===== config.mk =====
export PLATFORM = sky130hd
export DESIGN_NAME = bypass_ctrl_flat
export DESIGN_NICKNAME = d
export VERILOG_FILES = /design/src/rtl/bypass_ctrl_if.sv /design/src/rtl/bypass_ctrl.sv /design/src/flat_wrapper.sv
export SDC_FILE = /design/constraint.sdc
export NUM_CORES = 1
export LEC_CHECK = 0
export ABC_AREA = 1
export CAP_MARGIN = 20
export CORE_MARGIN = 5
export CORE_UTILIZATION = 52
export CTS_CLUSTER_DIAMETER = 100
export DETAILED_ROUTE_END_ITERATION = 10
export PLACE_DENSITY = 0.85
export SYNTH_ARGS = -nofsm -noshare
export SYNTH_HDL_FRONTEND = slang
export SYNTH_SLANG_ARGS = --single-unit

===== constraint.sdc =====
create_clock -name clk -period 2.3 [get_ports clk]
set_clock_uncertainty 0.15 [all_clocks]
set_input_delay 0.575 -clock clk [delete_from_list [all_inputs] [get_ports clk]]
set_output_delay 0.575 -clock clk [all_outputs]
set_load 0.02 [all_outputs]

===== src/rtl/bypass_ctrl_if.sv =====
// Decode-to-hazard-controller bundle: decode operand/destination info in,
// forwarding selects, stall and performance counters out.
interface bypass_ctrl_if #(
  parameter int ADDR_SIZE = 5,
  parameter int CNT_W     = 32
);
  logic                 D_valid;
  logic [ADDR_SIZE-1:0] D_ra;
  logic [ADDR_SIZE-1:0] D_rb;
  logic                 D_use_ra;
  logic                 D_use_rb;
  logic [ADDR_SIZE-1:0] D_rd;
  logic                 D_we;
  logic                 D_ld;
  logic                 flush;
  logic [1:0]           EX_D_bp;
  logic [1:0]           MEM_D_bp;
  logic [1:0]           WB_D_bp;
  logic                 D_stall;
  logic [CNT_W-1:0]     stall_cnt;
  logic [CNT_W-1:0]     flush_cnt;

  modport master (
    output D_valid, D_ra, D_rb, D_use_ra, D_use_rb, D_rd, D_we, D_ld, flush,
    input  EX_D_bp, MEM_D_bp, WB_D_bp, D_stall, stall_cnt, flush_cnt
  );

  modport slave (
    input  D_valid, D_ra, D_rb, D_use_ra, D_use_rb, D_rd, D_we, D_ld, flush,
    output EX_D_bp, MEM_D_bp, WB_D_bp, D_stall, stall_cnt, flush_cnt
  );
endinterface


===== src/rtl/bypass_ctrl.sv =====
// Decode-stage hazard controller: shadows EX/MEM/WB destinations, drives
// per-operand forwarding selects, load-use stall and stall/flush counters.
module bypass_ctrl #(
  parameter int ADDR_SIZE = 5,
  parameter int CNT_W     = 32
) (
  input  logic         clk,
  input  logic         rst,
  bypass_ctrl_if.slave bus
);

  typedef struct packed {
    logic                 v;
    logic [ADDR_SIZE-1:0] rd;
    logic                 we;
    logic                 ld;
  } entry_t;

  entry_t           ex_q, mem_q, wb_q, ex_d;
  logic [CNT_W-1:0] stall_cnt_q, flush_cnt_q;
  logic [3:0]       ra_res, rb_res;
  logic             lu, stall;

  function automatic logic hits(entry_t e, logic [ADDR_SIZE-1:0] src,
                                logic use_src, logic valid);
    return e.v & e.we & (e.rd != '0) & (e.rd == src) & use_src & valid;
  endfunction

  // Result bits {load-use, EX, MEM, WB}; a load in EX blocks older stages.
  function automatic logic [3:0] resolve(entry_t ex, entry_t mem, entry_t wb,
                                         logic [ADDR_SIZE-1:0] src,
                                         logic use_src, logic valid);
    logic [3:0] r;
    r = 4'b0000;
    if (hits(ex, src, use_src, valid))
      r = ex.ld ? 4'b1000 : 4'b0100;
    else if (hits(mem, src, use_src, valid))
      r = 4'b0010;
    else if (hits(wb, src, use_src, valid))
      r = 4'b0001;
    return r;
  endfunction

  always_comb begin
    ra_res = resolve(ex_q, mem_q, wb_q, bus.D_ra, bus.D_use_ra, bus.D_valid);
    rb_res = resolve(ex_q, mem_q, wb_q, bus.D_rb, bus.D_use_rb, bus.D_valid);
    lu     = ra_res[3] | rb_res[3];
    stall  = lu & ~bus.flush;
    ex_d   = '0;
    if (bus.D_valid && !bus.flush && !stall)
      ex_d = '{v: 1'b1, rd: bus.D_rd, we: bus.D_we, ld: bus.D_ld};
  end

  always_ff @(posedge clk) begin
    if (rst) begin
      ex_q        <= '0;
      mem_q       <= '0;
      wb_q        <= '0;
      stall_cnt_q <= '0;
      flush_cnt_q <= '0;
    end else begin
      ex_q  <= ex_d;
      mem_q <= ex_q;
      wb_q  <= mem_q;
      if (stall)
        stall_cnt_q <= stall_cnt_q + 1'b1;
      if (bus.flush)
        flush_cnt_q <= flush_cnt_q + 1'b1;
    end
  end

  assign bus.EX_D_bp   = {ra_res[2], rb_res[2]};
  assign bus.MEM_D_bp  = {ra_res[1], rb_res[1]};
  assign bus.WB_D_bp   = {ra_res[0], rb_res[0]};
  assign bus.D_stall   = stall;
  assign bus.stall_cnt = stall_cnt_q;
  assign bus.flush_cnt = flush_cnt_q;

endmodule

===== src/flat_wrapper.sv =====
// flat-port wrapper written by rule: the top's interface ports become plain ports
module bypass_ctrl_flat 
#(
  parameter int ADDR_SIZE = 5,
  parameter int CNT_W     = 32
)
  (clk, rst, bus_D_valid, bus_D_ra, bus_D_rb, bus_D_use_ra, bus_D_use_rb, bus_D_rd, bus_D_we, bus_D_ld, bus_flush, bus_EX_D_bp, bus_MEM_D_bp, bus_WB_D_bp, bus_D_stall, bus_stall_cnt, bus_flush_cnt);
  bypass_ctrl_if #(.ADDR_SIZE(ADDR_SIZE), .CNT_W(CNT_W)) bus_i ();
  input  logic clk;
  input  logic rst;
  input wire logic [$bits(bus_i.D_valid)-1:0] bus_D_valid;
  input wire logic [$bits(bus_i.D_ra)-1:0] bus_D_ra;
  input wire logic [$bits(bus_i.D_rb)-1:0] bus_D_rb;
  input wire logic [$bits(bus_i.D_use_ra)-1:0] bus_D_use_ra;
  input wire logic [$bits(bus_i.D_use_rb)-1:0] bus_D_use_rb;
  input wire logic [$bits(bus_i.D_rd)-1:0] bus_D_rd;
  input wire logic [$bits(bus_i.D_we)-1:0] bus_D_we;
  input wire logic [$bits(bus_i.D_ld)-1:0] bus_D_ld;
  input wire logic [$bits(bus_i.flush)-1:0] bus_flush;
  output wire logic [$bits(bus_i.EX_D_bp)-1:0] bus_EX_D_bp;
  output wire logic [$bits(bus_i.MEM_D_bp)-1:0] bus_MEM_D_bp;
  output wire logic [$bits(bus_i.WB_D_bp)-1:0] bus_WB_D_bp;
  output wire logic [$bits(bus_i.D_stall)-1:0] bus_D_stall;
  output wire logic [$bits(bus_i.stall_cnt)-1:0] bus_stall_cnt;
  output wire logic [$bits(bus_i.flush_cnt)-1:0] bus_flush_cnt;
  assign bus_i.D_valid = bus_D_valid;
  assign bus_i.D_ra = bus_D_ra;
  assign bus_i.D_rb = bus_D_rb;
  assign bus_i.D_use_ra = bus_D_use_ra;
  assign bus_i.D_use_rb = bus_D_use_rb;
  assign bus_i.D_rd = bus_D_rd;
  assign bus_i.D_we = bus_D_we;
  assign bus_i.D_ld = bus_D_ld;
  assign bus_i.flush = bus_flush;
  assign bus_EX_D_bp = bus_i.EX_D_bp;
  assign bus_MEM_D_bp = bus_i.MEM_D_bp;
  assign bus_WB_D_bp = bus_i.WB_D_bp;
  assign bus_D_stall = bus_i.D_stall;
  assign bus_stall_cnt = bus_i.stall_cnt;
  assign bus_flush_cnt = bus_i.flush_cnt;
  bypass_ctrl #(.ADDR_SIZE(ADDR_SIZE), .CNT_W(CNT_W)) u_core (.clk(clk), .rst(rst), .bus(bus_i));
endmodule

; Word level (Yosys, flattened, before mapping)
; Index checks and enable logic that the tools add are counted.
[totals]
reg_bits = 86
out_inout_bits = 71
[classes]
add_sub_neg = 2
n_eq_ne = 6
muxes = 8
bitwise_logic = 28
n_reduce_logical = 8
[op_table]
columns = op, n
row1 = $add A32 B1 Y32 const B, 2
row2 = $eq A5 B5 Y1, 6
row3 = $and A1 B1 Y1, 25
row4 = $mux W4, 5
row5 = $reduce_bool A5 Y1, 3
row6 = $mux W8, 1
row7 = $logic_and A1 B1 Y1, 2
row8 = $logic_not A1 Y1, 2
row9 = $mux W1, 2
row10 = $not A1 Y1, 2
row11 = $reduce_or A2 Y1, 1
row12 = $or A1 B1 Y1, 1

; Logic depth before layout (Yosys ltp)
; Gate-level depths: netlist (run 1).
[depth]
ltp_word = 14
mapped_depth = 12

; Worst setup path after synthesis (run 1)
; No wires, ideal clock.
[synth_timing]
kind = input to output
from = in bus_D_rb[3]
to = out bus_MEM_D_bp[0]
arrival_ns = 1.448
required_time_ns = 1.575
path_slack_ns = 0.127
cell_stages = 4
n_path_buf = 0
cell_sequence = o21ai_0 -> nor2_1 -> nand3_1 -> nor3b_1
[synth_between]
elab_chain_cells = 6
[synth_lines]
columns = element, line_no
row1 = from (decl), flat_wrapper.sv:13  ; input wire logic [$bits(bus_i.D_rb)-1:0] bus_D_rb;
row2 = $eq A5 B5 Y1, bypass_ctrl.sv:26  ; return e.v & e.we & (e.rd != '0) & (e.rd == src) & use_src & valid;
row3 = $and A1 B1 Y1 (3 in a row), bypass_ctrl.sv:26
row4 = $mux W4, bypass_ctrl.sv:37  ; else if (hits(mem, src, use_src, valid))
row5 = $mux W4 (*), bypass_ctrl.sv:35  ; if (hits(ex, src, use_src, valid))
row6 = to (decl), flat_wrapper.sv:21  ; output wire logic [$bits(bus_i.MEM_D_bp)-1:0] bus_MEM_D_bp;
; Mark *: on every way between the ends. The rest lies on a longest branch, timed or not.

; Worst setup path after layout (run 1)
[layout_timing]
from = reg u_core.mem_q[4] (netlist bit)
to = out bus_MEM_D_bp[0]
[layout_between]
elab_chain_cells = 7
[layout_lines]
columns = element, line_no
row1 = from (decl), bypass_ctrl.sv:19  ; entry_t ex_q, mem_q, wb_q, ex_d;
row2 = from (signal assigned), bypass_ctrl.sv:63  ; mem_q <= ex_q;
row3 = $reduce_bool A5 Y1, bypass_ctrl.sv:26
row4 = $and A1 B1 Y1, bypass_ctrl.sv:26
row5 = $and A1 B1 Y1 (*) (3 in a row), bypass_ctrl.sv:26
row6 = $mux W4 (*), bypass_ctrl.sv:37
row7 = $mux W4 (*), bypass_ctrl.sv:35
; Marked as above.

==> results.py, run 1 <==
metrics = {
    "run_status": {
        "status": "finished with violations",
        "violations": "negative setup slack",
    },
    "timing": {
        "tightest_slew_ns": 0.378,
        "maxSlewHeadroom": 0.747,
        "finalHoldViolations": 0,
        "setup_slack_ns": -0.0804,
        "period_share": 1.03,
        "tns_ns": -0.131,
        "maxSlewViolCount": 0,
        "max_freq_mhz": 420,
        "rsz0062_at_grt": "true",
        "min_period_ns": 2.38,
        "setup_viol_count_final": 3,
        "hold-worst-slack_ns": 0.290,
    },
    "layout": {
        "n_antenna_cell": 0,
        "fin_nets": 869,
        "fillers": 747,
        "drive_gt1_frac": 0.186,
        "syn_to_final_growth_pct": 38.8,
        "final_cells": 957,
    },
    "place": {
        "dp_slack_ns": -0.880,
        "gp_congestion": 0.971,
        "portBuffers": 93,
        "hpwl_um": 9920,
        "placed_cells": 935,
    },
    "min_path": {
        "hp-start": "u_core.mem_q[7]$_SDFF_PP0_",
        "hold_path.class": "reg2reg",
        "whs_endpoint": "u_core.wb_q[7]$_SDFF_PP0_",
        "hold_depth": 2,
    },
    "floorplanning": {
        "rows": 34,
        "die_area_sq_mm": 0.0107,
        "die_w_um": 104,
        "core-area_sq_mm": 0.00864,
        "initial_core_util": 0.527,
        "io_pins": 94,
        "die_h_um": 104,
    },
    "critical_path": {
        "criticalPathCategory": "reg2out",
        "critPathLaunchType": "register",
        "r2r-end": "u_core.bus.flush_cnt[30]$_SDFFE_PP0P_",
        "path_delay_family": "flip-flops",
        "cp_common_cell": "buf_4",
        "r2r_cells": 7,
        "cp.required_ns": 1.57,
        "cp_cell_sequence": "buf_4 > xnor2_1 > o2111ai_1 > nor3b_2 > buf_4",
        "r2r_setup_slack_ns": 0.29,
        "slowest_delay_ns": 0.36,
        "slowest_stage": "dfxtp_4",
        "crit_path_end_kind": "primary output",
        "cp.buffers_inverters": 2,
        "path_max_fanout": 4,
        "reg2reg_from": "u_core.bus.flush_cnt[0]$_SDFFE_PP0P_",
        "arrival_ns": 1.66,
    },
    "grt": {
        "antenna_found_initial": 0,
        "grt_pass1_wl_um": 22500,
        "grtUsageTotal": 0.246,
        "grt_max_degree": 45,
        "grt_pass1_vias": 4808,
        "overflow": 0,
    },
    "drt": {
        "dr.first_iter.drc_count": 294,
        "dr_total_vias": 5084,
        "final_antenna_net_count": 0,
        "firstDrtPassIters": 5,
        "vias_per_cell": 5.31,
        "route.detailed.wl_per_inst_um": 14.1,
        "drc_errors": 0,
        "wirelength_um": 13500,
    },
    "synthesis": {
        "ys_async_sr_fraction": 0,
        "syn_avg_cell_area_sq_um": 6.44,
        "synth_seq_area_share": 0.378,
        "netlist_area_sq_mm": 0.00455,
        "synthTopCellsByArea": "dfxtp_1 (38%), nor2_1 (13%), nand2_1 (12%), nand3_1 (7.1%), inv_1 (7.0%)",
        "synth-edff-count": 0,
        "ys_seq_elements": 86,
        "synth_commonest_cells": "nor2_1 (154), nand2_1 (149), dfxtp_1 (86)",
        "yosysMostFrequentCell": "nor2_1",
        "netlist.area_leader.share": 0.378,
        "ys.flop_type": "dfxtp_1",
        "yosysTopAreaCell": "dfxtp_1",
        "postSynthCellCount": 707,
        "syn_nets": 732,
        "yosys_warnings": 0,
        "synth_cell_types": 38,
    },
    "clocking": {
        "path_clk_slew_ns": 0.08,
        "cts_tree": "yes",
        "cts_buffers": 9,
        "cts.sinks": 86,
        "clkLatencyLatePin_ns": 0.36,
        "cts_htree_levels": 3,
        "root_buffer": "clkbuf_8",
        "clk_path_buf_depth": 2,
    },
    "power_and_ir_drop": {
        "leakage_nw": 2.56,
        "p_per_area_mw_per_mm2": 455,
        "peakVddDrop_v": 0.000276,
    },
    "job": {
        "maxCapViolCount": 0,
    },
}
## through the flow
step	utilization	instance area, sq um	power [mW]
6_report	0.732	6320	2.88
5_1_grt	0.732	6320	2.97
4_1_cts	0.710	6130	2.86
3_5_place_dp	0.681	5880	1.76
3_3_place_gp	0.681	5880	1.76
2_1_floorplan	-	4550	1.65
## worst max path at each step
| stage | start | to | depth (start not counted) |
|---|---|---|---|
| after detailed placement | bus_D_valid | bus_EX_D_bp[1] | 9 |
| after global routing | bus_D_rb[2] | bus_WB_D_bp[0] | 9 |
| final | u_core.mem_q[4]$_SDFF_PP0_ | bus_MEM_D_bp[0] | 5 |
| after CTS | u_core.ex_q[6]$_SDFF_PP0_ | bus_WB_D_bp[1] | 9 |
| after floorplan | bus_D_rb[3] | bus_MEM_D_bp[0] | 4 |
| after global placement | bus_D_valid | bus_EX_D_bp[0] | 9 |
## metal layers
metal  share of wire  routed length, um  GRT usage  vias up
met3           0.066                893     0.0491       35
met5               0                  0          0        -
met4           0.032                438     0.0787        0
li1                -                  -          -     2523
met2            0.47               6430      0.408      185
met1            0.43               5780      0.319     2341
## cells in the final DEF (no fill, tap or decap), types with 3 or more instances in the layout
cell / netlist / layout
nor2_2: 5 / 9
clkbuf_8: 0 / 11
inv_2: 2 / 10
dfxtp_2: 0 / 4
dfxtp_1: 86 / 76
nand2_2: 0 / 13
buf_2: 2 / 8
buf_6: 3 / 11
o21bai_1: 3 / 3
nand3b_1: 3 / 3
dfxtp_4: 0 / 6
nand2_1: 149 / 136
clkdlybuf4s50_1: 0 / 73
a21oi_1: 52 / 48
nand4_1: 13 / 13
nand3_1: 65 / 60
o21ai_0: 15 / 13
nor3_2: 2 / 3
xor2_1: 11 / 9
xnor2_1: 9 / 9
inv_1: 85 / 75
nor2_1: 154 / 146
nor3_1: 11 / 10
buf_4: 3 / 48
nor2_4: 1 / 5
nand3_2: 2 / 6
a21oi_2: 0 / 4
## final cells by class
| type | instances | area (sq um) | share of cell area |
|---|---|---|---|
| multi-input cells | 515 | 2580 | 0.407 |
| flip-flops and latches | 86 | 1750 | 0.277 |
| repair buffers | 143 | 1310 | 0.207 |
| inverters | 89 | 342 | 0.0540 |
| clock buffers | 12 | 155 | 0.0245 |
| well taps | 108 | 135 | 0.0214 |
| clock inverters | 4 | 55.1 | 0.00871 |
## registers in the layout, summed over array words and instances, names as in the netlist
name                  flops
u_core.ex_q               8
u_core.mem_q              7
u_core.bus.stall_cnt     32
u_core.wb_q               7
u_core.bus.flush_cnt     32
## worst register-to-register path, delay by kind of cell, from the launching register on
kind            cells  cell delay, ns
simple gates        5            1.01
flops               1            0.44
fa+ha+maj           1            0.25
compound gates      1            0.12
## power by group
| part | total, mW | internal [mW] | switching, mW |
|---|---|---|---|
| Combinational | 0.244 | 0.113 | 0.132 |
| Sequential | 1.51 | 1.49 | 0.0152 |
| Clock | 1.12 | 0.566 | 0.558 |
| Total | 2.88 | 2.17 | 0.705 |
## repair_timing
action / 4_1_cts / 5_1_grt
endpoints found under the setup margin: 7 / 9
pin swaps: 25 / 21
endpoints found under the hold margin: 0 / 0
setup buffers: 4 / 3
hold buffers: 0 / 0
resized for setup: 121 / 57
## cell families after synthesis
| logic type | Yosys count | share of synthesized area |
|---|---|---|
| adders and majority gates | 2 | 0.00549 |
| xor gates and xnor gates | 20 | 0.0385 |
| DFF | 86 | 0.378 |
| buffers and inverters | 106 | 0.0953 |
| AOI/OAI and AO/OA | 80 | 0.0948 |
| and+or+nand+nor | 413 | 0.388 |
Note: power is estimated with default switching activity, not from simulation.
==> run 2, diff against run 1 <==
- CTS_CLUSTER_DIAMETER: 100 -> 50
- PLACE_DENSITY: 0.85 -> 0.81
==> results.py, run 2 (same netlist as run 1, synthesis figures left out) <==
metrics = {
    "run_status": {
        "status": "finished with violations",
        "violations": "negative setup slack",
    },
    "timing": {
        "maxSlewHeadroom": 0.680,
        "period_share": 1.05,
        "finalHoldViolations": 0,
        "min_period_ns": 2.41,
        "setup_viol_count_final": 6,
        "maxSlewViolCount": 0,
        "tightest_slew_ns": 0.476,
        "rsz0062_at_grt": "true",
        "setup_slack_ns": -0.112,
        "max_freq_mhz": 415,
    },
    "power_and_ir_drop": {
        "leakage_nw": 2.75,
        "peakVddDrop_v": 0.000319,
        "p_total_mw": 2.88,
        "p_per_area_mw_per_mm2": 430,
    },
    "place": {
        "hpwl_um": 9940,
        "gp_congestion": 0.940,
        "portBuffers": 93,
    },
    "clocking": {
        "hold_buffers": 0,
        "cts.sinks": 86,
        "path_clk_slew_ns": 0.09,
        "cts_buffers": 9,
        "clkLatencyLatePin_ns": 0.37,
        "clk_path_buf_depth": 2,
        "root_buffer": "clkbuf_8",
        "cts_tree": "yes",
        "cts_htree_levels": 3,
    },
    "critical_path": {
        "r2r_setup_slack_ns": 0,
        "arrival_ns": 1.69,
        "r2r_cells": 16,
        "cp.required_ns": 1.57,
        "criticalPathCategory": "reg2out",
        "path_max_fanout": 5,
        "crit_path_end_kind": "primary output",
        "critPathLaunchType": "register",
    },
    "grt": {
        "grt_max_degree": 49,
        "grtUsageTotal": 0.245,
        "grt_pass1_vias": 4732,
        "grt_pass1_wl_um": 22200,
        "antenna_found_initial": 0,
        "overflow": 0,
    },
    "floorplanning": {
        "die_h_um": 104,
        "die_w_um": 104,
        "die_area_sq_mm": 0.0107,
        "io_pins": 94,
        "initial_core_util": 0.527,
        "core-area_sq_mm": 0.00864,
        "rows": 34,
    },
    "layout": {
        "drive_gt1_frac": 0.229,
        "n_antenna_cell": 0,
        "mostFrequentLayoutCell": "nor2_1",
        "fin_nets": 893,
        "layout_common_cells": "nor2_1 (140), nand2_1 (135), inv_1 (78)",
        "fin_util": 0.777,
        "syn_to_final_growth_pct": 47.3,
    },
    "drt": {
        "vias_per_cell": 5.36,
        "route.detailed.wl_per_inst_um": 15.1,
        "dr.first_iter.drc_count": 244,
        "drc_errors": 0,
        "final_antenna_net_count": 0,
        "dr_total_vias": 5261,
        "wirelength_um": 14800,
        "firstDrtPassIters": 5,
    },
    "min_path": {
        "hold_depth": 2,
        "hold_path.class": "reg2reg",
    },
    "job": {
        "maxCapViolCount": 0,
    },
}
-- run 2: cell type report --
cell class	count	area, sq um
clock buffer	10	138
clock inverter	6	68.8
fill	662	1930
inverter	89	344
multi-input combinational	516	2680
sequential	86	1750
tap	108	135
timing repair buffer	166	1600
-- run 2: worst max-delay path, stage by stage, from the launching register on --
cell     delay (ns)
dfxtp_2        0.37
inv_4          0.06
a21oi_2        0.15
nand2_2        0.08
nor2_4         0.13
nand3_4        0.09
buf_6          0.14
nor3b_2        0.15
buf_4          0.17
-- run 2: path summary, 6_finish.rpt --
path / from / to
worst max-delay path: u_core.ex_q[5]$_SDFF_PP0_ / bus_MEM_D_bp[0]
worst min-delay path: u_core.ex_q[7]$_SDFF_PP0_ / u_core.mem_q[7]$_SDFF_PP0_
worst max register to register: u_core.ex_q[5]$_SDFF_PP0_ / u_core.bus.stall_cnt[28]$_SDFFE_PP0P_
worst min register to register: u_core.ex_q[7]$_SDFF_PP0_ / u_core.mem_q[7]$_SDFF_PP0_
-- run 2: power breakdown --
part           total (mW)  switching, mW  internal [mW]
logic               0.246          0.134          0.112
clock network        1.13          0.588          0.540
registers            1.51         0.0138           1.50
-- run 2: stage by stage --
step	cell area (sq um)	instances	setup WS [ns]	hold slack [ns]	TNS, ns
4_1_cts	6300	973	-0.0787	0.285	-0.638
3_5_place_dp	5940	943	-0.867	0.272	-16.02
6_report	6710	981	-0.112	0.280	-0.268
3_3_place_gp	5940	943	-0.860	0.266	-14.60
2_1_floorplan	4550	707	0.127	0.253	0
5_1_grt	6710	981	-0.176	0.317	-2.79
-- run 2: repair_timing --
| item | in CTS | in global routing |
|---|---|---|
| pin swaps | 24 | 25 |
| buffers inserted | 15 | 6 |
| endpoints found under the setup margin | 7 | 46 |
| resized for setup | 122 | 82 |
| cloned | 0 | 9 |
-- run 2: routing by layer --
metal,GRT usage,vias to the layer above,share of wire
li1,-,2578,-
met1,0.315,2434,0.42
met2,0.404,212,0.49
met3,0.0572,37,0.067
met4,0.0787,0,0.026
met5,0,-,0
==> run 3, diff against run 2 <==
- CORE_UTILIZATION: 52 -> 53
- CTS_BUF_LIST: unset -> sky130_fd_sc_hd__clkbuf_4 sky130_fd_sc_hd__clkbuf_8
- CTS_CLUSTER_SIZE: unset -> 40
- PLACE_DENSITY: 0.81 -> 0.82
==> results.py, run 3 (same netlist as run 1, synthesis figures left out) <==
metrics = {
    "timing": {
        "setup_viol_count_final": 3,
        "period_share": 1.02,
        "tns_ns": -0.114,
        "tightest_slew_ns": 0.367,
        "rsz0062_at_grt": "true",
        "maxSlewHeadroom": 0.753,
        "hold-worst-slack_ns": 0.275,
        "finalHoldViolations": 0,
        "max_freq_mhz": 424,
        "setup_slack_ns": -0.0569,
        "maxSlewViolCount": 0,
        "min_period_ns": 2.36,
    },
    "floorplanning": {
        "rows": 33,
        "die_area_sq_mm": 0.0105,
        "die_h_um": 103,
        "initial_core_util": 0.549,
        "io_pins": 94,
        "die_w_um": 103,
        "core-area_sq_mm": 0.00830,
    },
    "layout": {
        "final_cells": 957,
        "n_antenna_cell": 0,
        "syn_to_final_growth_pct": 36.9,
        "fin_nets": 872,
        "mostFrequentLayoutCell": "nor2_1",
        "drive_gt1_frac": 0.174,
        "fillers": 644,
        "layout_common_cells": "nor2_1 (148), nand2_1 (142), inv_1 (78)",
        "fin_util": 0.751,
        "final_cell_area_sq_mm": 0.00623,
    },
    "power_and_ir_drop": {
        "p_per_area_mw_per_mm2": 436,
        "p_total_mw": 2.72,
        "peakVddDrop_v": 0.000281,
        "p_sw_frac": 0.258,
        "net-switching-power_mw": 0.703,
        "leakage_nw": 2.56,
        "pwr-share-clk": 0.359,
        "p_int_mw": 2.02,
        "comb_power_share": 0.085,
        "power_frac_seq": 0.556,
    },
    "clocking": {
        "path_clk_slew_ns": 0.09,
        "cts_htree_levels": 3,
        "cts.sinks": 86,
        "hold_buffers": 0,
        "cts_tree": "yes",
        "cts_buffers": 9,
        "clkLatencyLatePin_ns": 0.35,
        "clk_path_buf_depth": 2,
        "root_buffer": "clkbuf_8",
    },
    "critical_path": {
        "path_max_fanout": 4,
        "cp_common_cell": "nand3_2",
        "r2r_cells": 10,
        "cp.required_ns": 1.57,
        "cp.depth": 8,
        "arrival_ns": 1.63,
        "reg2reg_from": "u_core.bus.stall_cnt[0]$_SDFFE_PP0P_",
        "r2r_setup_slack_ns": 0.32,
        "path_delay_family": "simple AND/OR/NAND/NOR gates",
        "slowest_stage": "dfxtp_4",
        "crit_path_end_kind": "primary output",
        "cp.buffers_inverters": 3,
        "cp_cell_sequence": "inv_2 > nand2_1 > nand3_2 > nor2_4 > nand3_2 > buf_6 > nor3b_2 > buf_4",
        "critPathLaunchType": "register",
        "criticalPathCategory": "reg2out",
        "crit_path_end": "bus_MEM_D_bp[0]",
        "crit_start": "u_core.ex_q[2]$_SDFF_PP0_",
        "r2r-end": "u_core.bus.stall_cnt[30]$_SDFFE_PP0P_",
        "slowest_delay_ns": 0.37,
    },
    "place": {
        "placed_cells": 938,
        "place_area_sq_mm": 0.00591,
        "portBuffers": 93,
        "gp_congestion": 0.943,
        "dp_slack_ns": -0.939,
        "hpwl_um": 9890,
    },
    "grt": {
        "antenna_found_initial": 0,
        "grtUsageTotal": 0.257,
        "overflow": 0,
        "grt_pass1_wl_um": 21900,
        "grt_max_degree": 49,
        "grt_pass1_vias": 4723,
    },
    "drt": {
        "dr.first_iter.drc_count": 232,
        "route.detailed.wl_per_inst_um": 13.9,
        "drc_errors": 0,
        "dr_total_vias": 5054,
        "vias_per_cell": 5.28,
        "firstDrtPassIters": 5,
        "final_antenna_net_count": 0,
        "wirelength_um": 13300,
    },
    "job": {
        "maxCapViolCount": 0,
    },
    "run_status": {
        "status": "finished with violations",
        "violations": "negative setup slack",
    },
    "min_path": {
        "hold_path.class": "reg2reg",
        "hold_depth": 2,
    },
}
[run 3: cell types whose count changed in the layout (fill, tap and decap cells not counted), sizes merged]
cell | previous run | this run
inv | 88 | 89
buf | 87 | 73
clkinv | 5 | 4
nand2 | 150 | 149
clkdlybuf4s15 | 1 | 0
clkbuf | 15 | 10
clkinvlp | 1 | 2
bufinv | 1 | 0
[run 3: routing by layer]
layer / track usage / vias up / share of wire
met5: 0 / - / 0
met4: 0.0888 / 0 / 0.024
met3: 0.0474 / 28 / 0.064
met2: 0.420 / 195 / 0.47
met1: 0.341 / 2309 / 0.44
li1: - / 2522 / -
[run 3: layout make-up]
type | count | area [sq um] | share of cell area
Multi-Input combinational cell | 515 | 2530 | 0.406
Inverter | 89 | 337 | 0.0540
Timing Repair Buffer | 146 | 1320 | 0.212
Clock inverter | 6 | 46.3 | 0.00743
Clock buffer | 10 | 131 | 0.0211
Sequential cell | 86 | 1740 | 0.279
Tap cell | 105 | 131 | 0.0211
[run 3: power groups by stage]
stage	Combinational (mW)	Clock (mW)	Sequential (mW)
2_1_floorplan	0.0975	0	1.55
3_3_place_gp	0.208	0	1.55
3_5_place_dp	0.211	0	1.55
4_1_cts	0.218	0.994	1.51
5_1_grt	0.253	1.06	1.51
6_report	0.231	0.976	1.51
[run 3: tightest hold or removal path: stages, from the launching register on]
cell and delay (ns):
dfxtp_1 0.32, inv_1 0.05, nor2_1 0.03
[run 3: how the worst min path moves through the flow]
stage / start / end / slack [ns]
global route: u_core.ex_q[7]$_SDFF_PP0_ / u_core.mem_q[7]$_SDFF_PP0_ / 0.31
global placement: u_core.ex_q[7]$_SDFF_PP0_ / u_core.mem_q[7]$_SDFF_PP0_ / 0.26
finish: u_core.ex_q[7]$_SDFF_PP0_ / u_core.mem_q[7]$_SDFF_PP0_ / 0.28
CTS: u_core.ex_q[7]$_SDFF_PP0_ / u_core.mem_q[7]$_SDFF_PP0_ / 0.28
floorplan: u_core.ex_q[7]$_SDFF_PP0_ / u_core.mem_q[7]$_SDFF_PP0_ / 0.25
detailed placement: u_core.ex_q[7]$_SDFF_PP0_ / u_core.mem_q[7]$_SDFF_PP0_ / 0.26
[run 3: repair_timing]
item                       CTS  global route
buffers inserted             3             0
setup endpoints to repair    7            13
pin swaps                   23            16
gates resized for setup    118            40
hold endpoints to repair     0             0
